**src/rtl/fmap_bram_arbiter_rr_pkg.sv**
```systemverilog
// Shared types and helpers for the feature-map BRAM arbiter.
package fmap_bram_arbiter_rr_pkg;

  typedef enum logic {
    ARB_RR    = 1'b0,
    ARB_FIXED = 1'b1
  } arb_sel_t;

  localparam int VEC_W = 16;

  typedef struct packed {
    logic [VEC_W-1:0] x;
    logic [VEC_W-1:0] y;
  } vec2_t;

  // Row-major linear address; caller truncates to its address width.
  function automatic int unsigned coord_to_addr(vec2_t c, int unsigned img_w);
    return 32'(c.y) * img_w + 32'(c.x);
  endfunction

  function automatic logic coord_in_range(vec2_t c, int unsigned img_w, int unsigned img_h);
    return (32'(c.x) < img_w) && (32'(c.y) < img_h);
  endfunction

endpackage

```
**src/rtl/fmap_bram_arbiter_rr_if.sv**
```systemverilog
// Client handshakes plus BRAM port signals of the feature-map arbiter.
// master = clients and BRAM side, slave = the arbiter itself.
interface fmap_bram_arbiter_rr_if #(
  parameter int N_CLIENTS           = 4,
  parameter int BITS_PER_COORDINATE = 8,
  parameter int DATA_W              = 36,
  parameter int ADDR_W              = 10
);
  logic [N_CLIENTS-1:0]                     rd_valid;
  logic [N_CLIENTS-1:0]                     rd_ready;
  logic [N_CLIENTS*BITS_PER_COORDINATE-1:0] rd_x;
  logic [N_CLIENTS*BITS_PER_COORDINATE-1:0] rd_y;
  logic [DATA_W-1:0]                        rdata;
  logic [N_CLIENTS-1:0]                     rdata_valid;
  logic [N_CLIENTS-1:0]                     wr_valid;
  logic [N_CLIENTS-1:0]                     wr_ready;
  logic [N_CLIENTS*BITS_PER_COORDINATE-1:0] wr_x;
  logic [N_CLIENTS*BITS_PER_COORDINATE-1:0] wr_y;
  logic [N_CLIENTS*DATA_W-1:0]              wr_data;
  logic                                     bram_en_a;
  logic [ADDR_W-1:0]                        bram_addr_a;
  logic [DATA_W-1:0]                        bram_dout_a;
  logic                                     bram_en_b;
  logic                                     bram_we_b;
  logic [ADDR_W-1:0]                        bram_addr_b;
  logic [DATA_W-1:0]                        bram_din_b;

  modport master (
    output rd_valid, rd_x, rd_y, wr_valid, wr_x, wr_y, wr_data, bram_dout_a,
    input  rd_ready, rdata, rdata_valid, wr_ready,
    input  bram_en_a, bram_addr_a, bram_en_b, bram_we_b, bram_addr_b, bram_din_b
  );

  modport slave (
    input  rd_valid, rd_x, rd_y, wr_valid, wr_x, wr_y, wr_data, bram_dout_a,
    output rd_ready, rdata, rdata_valid, wr_ready,
    output bram_en_a, bram_addr_a, bram_en_b, bram_we_b, bram_addr_b, bram_din_b
  );
endinterface

```
**src/rtl/fmap_bram_arbiter_rr_rr_grant.sv**
```systemverilog
// Rotating-priority grant: first requester at or after ptr_i, wrapping modulo N.
module rr_grant #(
  parameter  int N  = 4,
  localparam int IW = (N > 1) ? $clog2(N) : 1
) (
  input  logic [N-1:0]  req_i,
  input  logic [IW-1:0] ptr_i,
  output logic [N-1:0]  gnt_o,
  output logic [IW-1:0] idx_o,
  output logic          any_o
);
  logic [IW-1:0] cand;

  always_comb begin
    gnt_o = '0;
    idx_o = '0;
    any_o = 1'b0;
    cand  = '0;
    for (int i = 0; i < N; i++) begin
      cand = IW'((32'(ptr_i) + 32'(i)) % 32'(N));
      if (!any_o && req_i[cand]) begin
        any_o       = 1'b1;
        idx_o       = cand;
        gnt_o[cand] = 1'b1;
      end
    end
  end
endmodule

```
**src/rtl/fmap_bram_arbiter_rr.sv**
```systemverilog
// N-client arbiter for the feature-map BRAM (port A read, port B write).
// Optional read-after-write forwarding: define ARB_RAW_BYPASS_EN.
module fmap_bram_arbiter_rr
  import fmap_bram_arbiter_rr_pkg::*;
#(
  parameter  int N_CLIENTS           = 4,
  parameter  int BITS_PER_COORDINATE = 8,
  parameter  int OUT_CHANNELS        = 4,
  parameter  int BITS_PER_NEURON     = 9,
  parameter  int IMG_WIDTH           = 32,
  parameter  int IMG_HEIGHT          = 32,
  parameter  int READ_LATENCY        = 1,
  parameter  int DATA_W              = OUT_CHANNELS * BITS_PER_NEURON,
  parameter  int ADDR_W              = $clog2(IMG_WIDTH * IMG_HEIGHT),
  localparam int IW                  = (N_CLIENTS > 1) ? $clog2(N_CLIENTS) : 1,
  localparam int BPC                 = BITS_PER_COORDINATE
) (
  input  logic                   clk,
  input  logic                   rst_n,
  input  logic                   arb_mode,
  input  logic [IW-1:0]          owner_sel,
  fmap_bram_arbiter_rr_if.slave  bus
);
  arb_sel_t               mode;
  logic [N_CLIENTS-1:0]   own_mask, rd_req, wr_req, rd_gnt, wr_gnt;
  logic [IW-1:0]          rd_idx, wr_idx, rd_ptr_q, rd_ptr_d, wr_ptr_q, wr_ptr_d;
  logic                   rd_go, wr_go, rd_inr, wr_inr, wr_we;
  vec2_t                  rd_c, wr_c;
  logic [ADDR_W-1:0]      rd_addr, wr_addr;
  logic [DATA_W-1:0]      wr_word;
  logic [READ_LATENCY-1:0] pv_q, pinr_q;
  logic [IW-1:0]          pidx_q [READ_LATENCY];
  logic [DATA_W-1:0]      rdata_c;
  logic [N_CLIENTS-1:0]   rvalid_c;

  assign mode = arb_sel_t'(arb_mode);

  always_comb begin
    own_mask = '0;
    if (int'(owner_sel) < N_CLIENTS) own_mask[owner_sel] = 1'b1;
  end

  // Grants are held off while reset is asserted so every output reads 0.
  assign rd_req = !rst_n ? '0 : (mode == ARB_FIXED) ? (bus.rd_valid & own_mask) : bus.rd_valid;
  assign wr_req = !rst_n ? '0 : (mode == ARB_FIXED) ? (bus.wr_valid & own_mask) : bus.wr_valid;

  rr_grant #(.N(N_CLIENTS)) u_rd_grant (
    .req_i(rd_req), .ptr_i(rd_ptr_q), .gnt_o(rd_gnt), .idx_o(rd_idx), .any_o(rd_go)
  );

  rr_grant #(.N(N_CLIENTS)) u_wr_grant (
    .req_i(wr_req), .ptr_i(wr_ptr_q), .gnt_o(wr_gnt), .idx_o(wr_idx), .any_o(wr_go)
  );

  always_comb begin
    rd_c   = '0;
    wr_c   = '0;
    rd_c.x = VEC_W'(bus.rd_x[int'(rd_idx)*BPC +: BPC]);
    rd_c.y = VEC_W'(bus.rd_y[int'(rd_idx)*BPC +: BPC]);
    wr_c.x = VEC_W'(bus.wr_x[int'(wr_idx)*BPC +: BPC]);
    wr_c.y = VEC_W'(bus.wr_y[int'(wr_idx)*BPC +: BPC]);
  end

  assign rd_addr = ADDR_W'(coord_to_addr(rd_c, IMG_WIDTH));
  assign wr_addr = ADDR_W'(coord_to_addr(wr_c, IMG_WIDTH));
  assign rd_inr  = coord_in_range(rd_c, IMG_WIDTH, IMG_HEIGHT);
  assign wr_inr  = coord_in_range(wr_c, IMG_WIDTH, IMG_HEIGHT);
  assign wr_word = bus.wr_data[int'(wr_idx)*DATA_W +: DATA_W];
  assign wr_we   = wr_go & wr_inr;

  always_comb begin
    rd_ptr_d = rd_ptr_q;
    wr_ptr_d = wr_ptr_q;
    if (mode == ARB_RR && rd_go)
      rd_ptr_d = (int'(rd_idx) == N_CLIENTS - 1) ? '0 : rd_idx + IW'(1);
    if (mode == ARB_RR && wr_go)
      wr_ptr_d = (int'(wr_idx) == N_CLIENTS - 1) ? '0 : wr_idx + IW'(1);
  end

  always_ff @(posedge clk or negedge rst_n) begin
    if (!rst_n) begin
      rd_ptr_q <= '0;
      wr_ptr_q <= '0;
      pv_q     <= '0;
      pinr_q   <= '0;
      for (int k = 0; k < READ_LATENCY; k++) pidx_q[k] <= '0;
    end else begin
      rd_ptr_q  <= rd_ptr_d;
      wr_ptr_q  <= wr_ptr_d;
      pv_q[0]   <= rd_go;
      pinr_q[0] <= rd_inr;
      pidx_q[0] <= rd_idx;
      for (int k = 1; k < READ_LATENCY; k++) begin
        pv_q[k]   <= pv_q[k-1];
        pinr_q[k] <= pinr_q[k-1];
        pidx_q[k] <= pidx_q[k-1];
      end
    end
  end

`ifdef ARB_RAW_BYPASS_EN
  logic [ADDR_W-1:0]       paddr_q [READ_LATENCY];
  logic [DATA_W-1:0]       pdata_q [READ_LATENCY];
  logic [READ_LATENCY-1:0] pbyp_q;

  // Each stage watches port B so the youngest matching write is what returns.
  always_ff @(posedge clk or negedge rst_n) begin
    if (!rst_n) begin
      pbyp_q <= '0;
      for (int k = 0; k < READ_LATENCY; k++) begin
        paddr_q[k] <= '0;
        pdata_q[k] <= '0;
      end
    end else begin
      paddr_q[0] <= rd_addr;
      pbyp_q[0]  <= wr_we & rd_go & rd_inr & (rd_addr == wr_addr);
      pdata_q[0] <= wr_word;
      for (int k = 1; k < READ_LATENCY; k++) begin
        paddr_q[k] <= paddr_q[k-1];
        pbyp_q[k]  <= pbyp_q[k-1] | (wr_we & pv_q[k-1] & pinr_q[k-1] & (paddr_q[k-1] == wr_addr));
        pdata_q[k] <= (wr_we & pv_q[k-1] & pinr_q[k-1] & (paddr_q[k-1] == wr_addr))
                      ? wr_word : pdata_q[k-1];
      end
    end
  end
`endif

  always_comb begin
    rdata_c  = '0;
    rvalid_c = '0;
    if (pv_q[READ_LATENCY-1]) begin
      rvalid_c[pidx_q[READ_LATENCY-1]] = 1'b1;
      if (pinr_q[READ_LATENCY-1]) begin
`ifdef ARB_RAW_BYPASS_EN
        rdata_c = pbyp_q[READ_LATENCY-1] ? pdata_q[READ_LATENCY-1] : bus.bram_dout_a;
`else
        rdata_c = bus.bram_dout_a;
`endif
      end
    end
  end

  assign bus.rd_ready    = rd_gnt;
  assign bus.wr_ready    = wr_gnt;
  assign bus.rdata       = rdata_c;
  assign bus.rdata_valid = rvalid_c;
  assign bus.bram_en_a   = rd_go & rd_inr;
  assign bus.bram_addr_a = rd_go ? rd_addr : '0;
  assign bus.bram_en_b   = wr_we;
  assign bus.bram_we_b   = wr_we;
  assign bus.bram_addr_b = wr_go ? wr_addr : '0;
  assign bus.bram_din_b  = wr_go ? wr_word : '0;

endmodule
```
**src/flat_wrapper.sv**
```systemverilog
// flat-port wrapper written by rule: the top's interface ports become plain ports
module fmap_bram_arbiter_rr_flat import fmap_bram_arbiter_rr_pkg::*;
#(
  parameter  int N_CLIENTS           = 4,
  parameter  int BITS_PER_COORDINATE = 8,
  parameter  int OUT_CHANNELS        = 4,
  parameter  int BITS_PER_NEURON     = 9,
  parameter  int IMG_WIDTH           = 32,
  parameter  int IMG_HEIGHT          = 32,
  parameter  int READ_LATENCY        = 1,
  parameter  int DATA_W              = OUT_CHANNELS * BITS_PER_NEURON,
  parameter  int ADDR_W              = $clog2(IMG_WIDTH * IMG_HEIGHT),
  localparam int IW                  = (N_CLIENTS > 1) ? $clog2(N_CLIENTS) : 1,
  localparam int BPC                 = BITS_PER_COORDINATE
)
  (clk, rst_n, arb_mode, owner_sel, bus_rd_valid, bus_rd_x, bus_rd_y, bus_wr_valid, bus_wr_x, bus_wr_y, bus_wr_data, bus_bram_dout_a, bus_rd_ready, bus_rdata, bus_rdata_valid, bus_wr_ready, bus_bram_en_a, bus_bram_addr_a, bus_bram_en_b, bus_bram_we_b, bus_bram_addr_b, bus_bram_din_b);
  fmap_bram_arbiter_rr_if #(.N_CLIENTS(N_CLIENTS), .BITS_PER_COORDINATE(BITS_PER_COORDINATE), .DATA_W(DATA_W), .ADDR_W(ADDR_W)) bus_i ();
  input  logic clk;
  input  logic rst_n;
  input  logic arb_mode;
  input  logic [IW-1:0] owner_sel;
  input wire logic [$bits(bus_i.rd_valid)-1:0] bus_rd_valid;
  input wire logic [$bits(bus_i.rd_x)-1:0] bus_rd_x;
  input wire logic [$bits(bus_i.rd_y)-1:0] bus_rd_y;
  input wire logic [$bits(bus_i.wr_valid)-1:0] bus_wr_valid;
  input wire logic [$bits(bus_i.wr_x)-1:0] bus_wr_x;
  input wire logic [$bits(bus_i.wr_y)-1:0] bus_wr_y;
  input wire logic [$bits(bus_i.wr_data)-1:0] bus_wr_data;
  input wire logic [$bits(bus_i.bram_dout_a)-1:0] bus_bram_dout_a;
  output wire logic [$bits(bus_i.rd_ready)-1:0] bus_rd_ready;
  output wire logic [$bits(bus_i.rdata)-1:0] bus_rdata;
  output wire logic [$bits(bus_i.rdata_valid)-1:0] bus_rdata_valid;
  output wire logic [$bits(bus_i.wr_ready)-1:0] bus_wr_ready;
  output wire logic [$bits(bus_i.bram_en_a)-1:0] bus_bram_en_a;
  output wire logic [$bits(bus_i.bram_addr_a)-1:0] bus_bram_addr_a;
  output wire logic [$bits(bus_i.bram_en_b)-1:0] bus_bram_en_b;
  output wire logic [$bits(bus_i.bram_we_b)-1:0] bus_bram_we_b;
  output wire logic [$bits(bus_i.bram_addr_b)-1:0] bus_bram_addr_b;
  output wire logic [$bits(bus_i.bram_din_b)-1:0] bus_bram_din_b;
  assign bus_i.rd_valid = bus_rd_valid;
  assign bus_i.rd_x = bus_rd_x;
  assign bus_i.rd_y = bus_rd_y;
  assign bus_i.wr_valid = bus_wr_valid;
  assign bus_i.wr_x = bus_wr_x;
  assign bus_i.wr_y = bus_wr_y;
  assign bus_i.wr_data = bus_wr_data;
  assign bus_i.bram_dout_a = bus_bram_dout_a;
  assign bus_rd_ready = bus_i.rd_ready;
  assign bus_rdata = bus_i.rdata;
  assign bus_rdata_valid = bus_i.rdata_valid;
  assign bus_wr_ready = bus_i.wr_ready;
  assign bus_bram_en_a = bus_i.bram_en_a;
  assign bus_bram_addr_a = bus_i.bram_addr_a;
  assign bus_bram_en_b = bus_i.bram_en_b;
  assign bus_bram_we_b = bus_i.bram_we_b;
  assign bus_bram_addr_b = bus_i.bram_addr_b;
  assign bus_bram_din_b = bus_i.bram_din_b;
  fmap_bram_arbiter_rr #(.N_CLIENTS(N_CLIENTS), .BITS_PER_COORDINATE(BITS_PER_COORDINATE), .OUT_CHANNELS(OUT_CHANNELS), .BITS_PER_NEURON(BITS_PER_NEURON), .IMG_WIDTH(IMG_WIDTH), .IMG_HEIGHT(IMG_HEIGHT), .READ_LATENCY(READ_LATENCY), .DATA_W(DATA_W), .ADDR_W(ADDR_W)) u_core (.clk(clk), .rst_n(rst_n), .arb_mode(arb_mode), .owner_sel(owner_sel), .bus(bus_i));
endmodule
```
**config.mk**
```make
export PLATFORM = sky130hd
export DESIGN_NAME = fmap_bram_arbiter_rr_flat
export DESIGN_NICKNAME = d
export VERILOG_FILES = /design/src/rtl/fmap_bram_arbiter_rr_pkg.sv /design/src/rtl/fmap_bram_arbiter_rr_if.sv /design/src/rtl/fmap_bram_arbiter_rr_rr_grant.sv /design/src/rtl/fmap_bram_arbiter_rr.sv /design/src/flat_wrapper.sv
export SDC_FILE = /design/constraint.sdc
export NUM_CORES = 1
export LEC_CHECK = 0
export CAP_MARGIN = 20
export CORE_AREA = 2 2 167 169
export CTS_CLUSTER_SIZE = 30
export DETAILED_ROUTE_END_ITERATION = 6
export DIE_AREA = 0 0 169 171
export SYNTH_ARGS = -nofsm -noshare
export SYNTH_HDL_FRONTEND = slang
export SYNTH_SLANG_ARGS = --single-unit
```
**constraint.sdc**
```tcl
create_clock -name clk -period 9.1 [get_ports clk]
set_input_delay 2.275 -clock clk [delete_from_list [all_inputs] [get_ports clk]]
set_output_delay 2.275 -clock clk [all_outputs]
set_load 0.01 [all_outputs]
```
==> results.ini <==
[timing]
min_period_ns = 8.87
max_freq_mhz = 113
maxSlewHeadroom = 0.382
setup_viol = 0
fin_ws_ns = 0.229
whs_ns = 0.784
tightest_slew_ns = 0.927
fin_crit_sh = 0.975
maxSlewViolCount = 0
fin_worst_skew_ns = 0.00561
hold_viol = 0
rsz0062_at_grt = no

[clock_tree]
cts_sinks = 8
cts-hold-fix-buffers = 0
clk_pin_slew_ns = 0.03
clock_latency_ns = 0.23
cts_root_buf = clkbuf_16
cts_made_buffers = 3
cts_tree = done
cts.path.max_buffers = 2
htreeDepth = 1

[route]
drc = 0
ant_nets = 0
drt-total-wl_um = 22600
drtIter0Drc = 214
via_per_inst = 4.41
firstDrtPassIters = 4
avgRoutedWirePerCell_um = 18.9
vias = 5254

[synthesis]
ys_seq_area_frac = 0.0528
synthTopCellsByCount = 59 x mux4_2, 53 x nor2b_1, 41 x and3_1, 24 x a21oi_1
synth-seq-cells = 8
synth_area_leaders = mux4_2 35%, nor2b_1 8.7%, and3_1 6.8%
synth_xor_area_frac = 0.0182
synth_fa_ha_area_frac = 0.0568
synth_cells = 416
ys_async_sr_fraction = 1.00
yosysTopAreaCell = mux4_2
postSynthAreaPerCell_sq_um = 9.11
synthSimpleGateAreaFrac = 0.266
synth-compound-area-share = 0.152
syn_area_sq_um = 3790
ys_types = 53
synth_flop_cell = dfrtp_1
yosys.cell_count.top_type = mux4_2
yosysWarnings = 0
synth_edf_count = 0
synth_mux_area_frac = 0.396
synth_top_family_by_area = multiplexers
syn-num-nets = 753
synth_top_area_frac = 0.350

[power_and_ir_drop]
static-leakage-power_nw = 3.35
peakVddDrop_uv = 95.9
power_density_nw_per_um2 = 254

[global_routing]
grt_most_used_layer = met2
grt_use_met3 = 0.0215
grt_pass1_wl_um = 31600
grt_remaining_overflow = 0
antenna_found_initial = 1
track_usage = 0.144
grt_max_degree = 48
grt_pass1_vias = 5439
met2_usage = 0.252
gr-usage-met1 = 0.187

[critical_path]
critPathKind = input pin to output port
endpoint_kind = output port
rr_endpoint = u_core.pinr_q
cp_slowest_cell = clkdlybuf4s50_1
rrSetupSlack_ns = 5.56
critPathCapture = bus_bram_addr_b[9]
critPathMaxStageDelay_ns = 0.55
crit_fanout = 13
reg2reg_depth = 12
cp_cell_sequence = clkdlybuf4s50_1, a21bo_2, buf_4, and3_1, mux4_2, buf_4, o31a_2, a211oi_1, a21oi_1, ha_1, fa_1, a21oi_1, nor2b_1, xnor2_1, nor2_1, clkdlybuf4s50_1
worstPathArrival_ns = 6.60
critical_path_required_ns = 6.83
critical_path.startpoint_type = input pin
crit_path_start = arb_mode
r2r-start = u_core.rd_ptr_q[0]

[die]
die_h_um = 171
pin_count = 428
coreArea_sq_um = 27300
row_count = 61
die_area_sq_um = 28900
die_x_um = 169
start_util = 0.139

[finish]
area_delta_synth_final_pct = 132
utilization = 0.322
layout.nets = 1184
finalInstanceArea_sq_um = 8790
drive_gt1_frac = 0.146

[flow_run]
drv_cap = 0

[place]
io_buffer_count = 427
gp_congestion = 0.875
dpl-instance-area_sq_um = 8600
dp_hpwl_um = 19600
pre_cts_slack_ns = -0.146

[run_status]
status = complete, no violations

[worst_hold_path]
hp-class = flop to flop

[sequential cells by signal, summed over array words and instances (netlist names)]
register,flops
u_core.pinr_q,1
u_core.rd_ptr_q,2
u_core.pv_q,1
u_core.wr_ptr_q,2
u_core.pidx_q,2
[layer usage]
| metal | share of wire | up-vias |
|---|---|---|
| li1 | - | 2484 |
| met2 | 0.51 | 227 |
| met3 | 0.058 | 14 |
| met4 | 0.013 | 0 |
| met1 | 0.42 | 2529 |
| met5 | 0 | - |
[critical path: cells and delay by family]
kind                     cells  cell delay, ns
adder cells (fa/ha/maj)      2            0.63
multiplexers                 1            0.51
buffers and inverters        4            1.37
AND/OR/NAND/NOR              3            0.41
XOR/XNOR                     1            0.13
AO/OA/AOI/OAI                5            1.27
[stage by stage]
stage                     std cells  total power (W)  setup TNS, ns
final                          1192          0.00223              0
after global routing           1192          0.00241              0
after CTS                      1183          0.00221              0
after detailed placement       1178          0.00211         -0.146
after global placement         1178          0.00210        -0.0935
after floorplan                 416          0.00125              0
[worst min path at each step]
stage / cells after the start / start / end
final: 2 / u_core.wr_ptr_q[1] / u_core.wr_ptr_q[1]
after global placement: 2 / u_core.wr_ptr_q[1] / u_core.wr_ptr_q[1]
after CTS: 2 / u_core.wr_ptr_q[1] / u_core.wr_ptr_q[1]
after floorplan: 2 / u_core.rd_ptr_q[0] / u_core.rd_ptr_q[0]
after global routing: 2 / u_core.wr_ptr_q[1] / u_core.wr_ptr_q[1]
after detailed placement: 2 / u_core.wr_ptr_q[1] / u_core.wr_ptr_q[1]
[logic make-up (layout without fill, tap and decap cells)]
family,count (synthesis),count (layout)
simple gates,177,177
compound gates,83,83
mux,76,76
buf+inv,49,478
fa+ha+maj,16,16
flops,8,8
xor+xnor,7,7
other cells,0,1
[cell type report]
cell class,instances,area [sq um]
clock buffer,3,75.1
multi-input combinational,359,3420
inverter,7,26.3
timing repair buffer,468,4630
tap,346,433
antenna,1,2.50
sequential,8,200
fill,2863,18500
[report_power, final]
group / switching [W] / total (W) / internal [W]
Combinational: 0.000907 / 0.00205 / 0.00115
Clock: 0.0000164 / 0.0000730 / 0.0000566
Sequential: 0.0000547 / 0.000105 / 0.0000500
Total: 0.000978 / 0.00223 / 0.00125
[what timing repair did]
item	in CTS	in global routing
resized for setup	1	7
pin swaps	1	1
setup endpoints to repair	2	6
buffers inserted	2	8
[placed cells by master, fill, tap and decap left out, types with 3 or more instances in the layout]
cell,netlist,layout
clkdlybuf4s50_1,0,423
mux4_2,59,59
nor2b_1,53,53
and3_1,41,41
buf_4,1,38
a21oi_1,24,22
nand2_1,20,20
nor2_1,19,19
mux2i_1,14,14
ha_1,14,14
o21ai_0,12,12
nand3_1,11,11
a211oi_1,8,8
a22oi_1,8,8
a221o_1,8,8
dfrtp_1,8,8
nor3_1,8,7
a21o_1,5,5
inv_1,5,5
and2_1,5,5
nor4_1,7,5
o211ai_1,4,4
xnor2_1,4,4
dlymetal6s2s_1,0,4
mux2_2,3,3
clkbuf_16,0,3
buf_12,0,3
(Power assumes the default switching activity.)
